==> src/rtl/ram_pkg.sv <==
// rtl/ram_pkg.sv - shared RAM constants and dump reader state encoding
package ram_pkg;

    localparam logic READ  = 1'b0;
    localparam logic WRITE = 1'b1;

    localparam int RAM_ADDR_W = 8;
    localparam int RAM_DATA_W = 8;
    localparam int RAM_DEPTH  = 1 << RAM_ADDR_W;

    typedef enum logic [2:0] {
        IDLE = 3'd0,
        REQ  = 3'd1,
        WAIT = 3'd2,
        HOLD = 3'd3,
        DONE = 3'd4
    } reader_state_t;

endpackage

==> src/rtl/ram_dump_reader.sv <==
// rtl/ram_dump_reader.sv - streams length consecutive RAM bytes from base_addr over valid/ready
module ram_dump_reader
    import ram_pkg::*;
#(
    parameter int ADDR_W = RAM_ADDR_W,
    parameter int DATA_W = RAM_DATA_W,
    parameter int RD_LAT = 1
) (
    input  logic              clk,
    input  logic              rst_n,
    input  logic              start,
    input  logic [ADDR_W-1:0] base_addr,
    input  logic [ADDR_W:0]   length,
    output logic              busy,
    output logic              done,
    output logic [ADDR_W-1:0] ram_addr,
    output logic              ram_rw,
    output logic              ram_mv,
    output logic              ram_enable_n,
    input  logic [DATA_W-1:0] ram_dout,
    output logic [DATA_W-1:0] out_data,
    output logic              out_valid,
    input  logic              out_ready
);

    localparam int LEN_W = ADDR_W + 1;
    localparam logic [LEN_W-1:0] MAX_LEN  = LEN_W'(1) << ADDR_W;
    localparam logic [1:0]       LAT_LAST = 2'(RD_LAT - 1);

    reader_state_t     state;
    logic [ADDR_W-1:0] addr;
    logic [LEN_W-1:0]  remaining;
    logic [1:0]        lat_cnt;
    logic [LEN_W-1:0]  len_clamped;

    assign len_clamped = (length > MAX_LEN) ? MAX_LEN : length;

    // Strobes decode straight from state so an async reset drops them at once.
    assign busy         = (state == REQ) || (state == WAIT) || (state == HOLD);
    assign done         = (state == DONE);
    assign ram_mv       = (state == REQ);
    assign out_valid    = (state == HOLD);
    assign ram_enable_n = ~busy;
    assign ram_rw       = READ;
    assign ram_addr     = addr;

    always_ff @(posedge clk or negedge rst_n) begin
        if (!rst_n) begin
            state     <= IDLE;
            addr      <= '0;
            remaining <= '0;
            lat_cnt   <= '0;
            out_data  <= '0;
        end else begin
            case (state)
                IDLE: begin
                    if (start) begin
                        addr      <= base_addr;
                        remaining <= len_clamped;
                        state     <= (len_clamped == '0) ? DONE : REQ;
                    end
                end
                REQ: begin
                    lat_cnt <= '0;
                    state   <= WAIT;
                end
                WAIT: begin
                    if (lat_cnt == LAT_LAST) begin
                        out_data <= ram_dout;
                        state    <= HOLD;
                    end else begin
                        lat_cnt <= lat_cnt + 2'd1;
                    end
                end
                HOLD: begin
                    // Address wraps modulo 2^ADDR_W so a full dump covers every location once.
                    if (out_ready) begin
                        addr      <= addr + ADDR_W'(1);
                        remaining <= remaining - LEN_W'(1);
                        state     <= (remaining == LEN_W'(1)) ? DONE : REQ;
                    end
                end
                DONE:    state <= IDLE;
                default: state <= IDLE;
            endcase
        end
    end

endmodule
==> config.mk <==
export PLATFORM = sky130hd
export DESIGN_NAME = ram_dump_reader
export DESIGN_NICKNAME = d
export VERILOG_FILES = /design/src/rtl/ram_pkg.sv /design/src/rtl/ram_dump_reader.sv
export SDC_FILE = /design/constraint.sdc
export NUM_CORES = 1
export LEC_CHECK = 0
export BUFFER_PORTS_ARGS = -buffer_cell sky130_fd_sc_hd__buf_2
export CORE_MARGIN = 1
export CORE_UTILIZATION = 29
export CTS_CLUSTER_DIAMETER = 200
export DETAILED_ROUTE_END_ITERATION = 16
export PLACE_DENSITY = 0.5
export SLEW_MARGIN = 10
export SYNTH_ARGS = -nofsm -noshare
export SYNTH_HDL_FRONTEND = slang
export SYNTH_SLANG_ARGS = --single-unit
export TNS_END_PERCENT = 100
==> constraint.sdc <==
create_clock -name clk -period 2.4 [get_ports clk]
set_input_delay 0.24 -clock clk [delete_from_list [all_inputs] [get_ports clk]]
set_output_delay 0.24 -clock clk [all_outputs]
set_load 0.01 [all_outputs]
==> results.py <==
metrics = {
    "drt": {
        "drt_pass1_iterations": 4,
        "vias": 1525,
        "drc_errors": 0,
        "drt_iter0_markers": 50,
        "wirelength_um": 4080,
        "via_per_inst": 5.05,
        "wl_per_cell_um": 13.5,
        "drt.antenna.violating_nets": 0,
    },
    "sta": {
        "max_freq_mhz": 556,
        "rsz0062_at_grt": "false",
        "finalHoldViolations": 1,
        "fin_ws_ps": 601,
        "tns_ps": 0,
        "finalMaxSlewViolations": 0,
        "worstMarginPinSlew_ps": 697,
        "finalSetupViolations": 0,
        "min_period_ps": 1800,
        "relSlewSlack_pct": 53.6,
        "skew_ps": 9.04,
        "finalCritPeriodShare_pct": 75.0,
        "hold-worst-slack_ps": -0.189,
    },
    "yosys": {
        "ys_ff_latch": 30,
        "synth_area_sq_mm": 0.00168,
        "synthTopCellsByArea": "dfrtp_1 (45%), mux2_2 (5.4%), a21oi_1 (4.8%), o21ai_0 (3.6%), nor2_1 (3.6%)",
        "post-synth-top-area-cell": "dfrtp_1",
        "synth.net_count": 213,
        "synthCells": 180,
        "synthFlopType": "dfrtp_1",
        "synth_edf_count": 0,
        "syn_area_per_cell_sq_um": 9.31,
        "ys_types": 46,
        "ys_seq_area_share_pct": 44.8,
        "netlist_top_cells_count": "dfrtp_1 (30), a21oi_1 (16), nor2_1 (16), nand2_1 (12), o21ai_0 (12)",
        "async_flop_share_pct": 100,
        "yosys_warnings": 0,
        "synth.most_common_cell": "dfrtp_1",
        "synth_top_area_share_pct": 44.8,
    },
    "placement": {
        "portBuffers": 49,
        "hpwl_um": 2880,
        "gp_congestion": 0.752,
        "place_ws_ps": 621,
    },
    "worst_hold_path": {
        "worstHoldPathType": "primary input to asynchronous set/reset pin",
    },
    "cts": {
        "clk_latency_ps": 280,
        "cts.sink_count": 30,
        "clk_pin_slew_ps": 70,
        "cts_buffers": 5,
        "cts_root_buf": "clkbuf_8",
        "post_cts_buffers": 0,
        "tritoncts": "yes",
        "cts_hold_buf": 0,
        "cts_resized": 0,
        "htree_levels": 2,
        "ctsLongestPathBuffers": 2,
    },
    "die": {
        "pin_count": 51,
        "dieArea_sq_mm": 0.00609,
        "initial_utilization_pct": 30.3,
        "die_w_um": 78.0,
        "core_area_sq_mm": 0.00554,
        "fp.dieH_um": 78.0,
        "rows": 27,
    },
    "job": {
        "cap_violations": 0,
    },
    "global_routing": {
        "antenna_found_initial": 0,
        "grt_max_degree": 31,
        "gr-total-overflow": 0,
        "grt_pass1_wl_um": 7020,
        "grt_pass1_vias": 1457,
        "track_usage_pct": 14.9,
    },
    "power": {
        "p_clk_share_pct": 14.4,
        "p_per_area_mw_per_mm2": 1310,
        "p_sw_share_pct": 43.3,
        "combPwrFrac_pct": 50.3,
        "p_int_w": 0.00152,
        "leakage_nw": 0.929,
        "netSwitchingPower_w": 0.00116,
        "p_seq_share_pct": 35.3,
        "max-vdd-ir-drop_v": 0.000456,
    },
    "critical_path": {
        "required_ps": 2550,
        "path_max_fanout": 14,
        "worstSetupPathType": "register to register",
        "reg2reg_depth": 4,
        "reg2reg_to": "remaining[1]",
        "cp_data_arrival_time_ps": 1950,
        "crit_path_end_kind": "register",
        "r2r_start": "state[1]",
        "reg2reg_setup_slack_ps": 600,
        "cp-start-kind": "register",
    },
    "status": {
        "status": "complete, but fails checks",
        "failed_checks": "hold timing",
    },
    "finish": {
        "fin_nets": 263,
        "antennaDiodeCount": 0,
        "utilization_pct": 37.0,
        "synthToLayoutAreaGrowth_pct": 22.4,
        "drive_gt1_share_pct": 30.9,
    },
}
## stage by stage
step	instance area, sq um	power [W]	cells
6_report	2050	0.00268	302
5_1_grt	2050	0.00296	302
4_1_cts	2050	0.00271	302
3_5_place_dp	1980	0.00230	295
3_3_place_gp	1980	0.00231	295
2_1_floorplan	1680	0.00191	180
## worst max-delay path by stage
stage                     startpoint           end  slack [ps]  cells past startpoint
after floorplan             state[1]  remaining[8]         770                      5
after global placement      state[1]  remaining[1]         640                      4
after detailed placement    state[1]  remaining[2]         620                      5
after CTS                   state[1]  remaining[1]         600                      4
after global routing        state[1]   ram_addr[4]         450                      5
final                       state[1]  remaining[1]         600                      4
## area by class of cell
cell class,count,area (sq um)
multi-input combinational,130,822
inverter,10,37.5
tap,72,90.1
clock buffer,7,76.3
timing repair buffer,53,275
fill,586,3490
sequential,30,751
## registers in the layout, indices dropped and copies added, names as in the netlist
register and count:
lat_cnt 2, out_data 8, ram_addr 8, remaining 9, state 3
## cells by family (layout without fill, tap and decap cells)
group / after synthesis / count (layout) / share of synthesized area [%]
AO/OA/AOI/OAI: 57 / 57 / 21.0
flip-flops: 30 / 30 / 44.8
buffers and inverters: 20 / 70 / 6.19
multiplexers: 9 / 9 / 5.97
adder cells (fa/ha/maj): 4 / 4 / 2.99
other: 1 / 1 / 0.224
AND/OR/NAND/NOR: 59 / 59 / 18.8
## metal layers
layer | vias to the layer above | global-route usage [%] | part of all wire [%]
li1 | 757 | - | -
met1 | 718 | 20.3 | 49
met2 | 43 | 21.8 | 44
met3 | 7 | 3.95 | 5.3
met4 | 0 | 7.59 | 1.7
met5 | - | 0 | 0
## power groups by stage
stage          logic, W  clock network, W  registers [W]
3_5_place_dp    0.00136                 0       0.000947
3_3_place_gp    0.00135                 0       0.000951
4_1_cts         0.00136          0.000408       0.000946
2_1_floorplan  0.000963                 0       0.000949
5_1_grt         0.00153          0.000434       0.000994
6_report        0.00135          0.000386       0.000947
## critical path: stages (launching register included)
cell	delay [ps]
dfrtp_1	480
or4b_4	600
and2_4	210
a311oi_1	300
a21oi_1	80
## cells in the final DEF (no fill, tap or decap), types with 2 or more instances in the layout
cell type,synthesis,layout
a31oi_1,3,3
nand3b_1,2,2
buf_2,2,49
dfrtp_1,30,30
clkbuf_8,0,5
nor2_1,16,16
o21ai_1,6,6
a2bb2oi_1,2,2
ha_1,4,4
o21ai_0,12,12
inv_1,10,10
clkbuf_1,3,2
o2bb2ai_1,2,2
nand2b_1,3,3
nand2_1,12,12
o22ai_1,5,5
mux2_2,8,8
nor3_1,2,2
buf_4,3,4
a21oi_1,16,16
and2_1,2,2
nor3b_1,3,3
nand3_1,6,6
nor4_1,4,4
(Power assumes the default switching activity.)
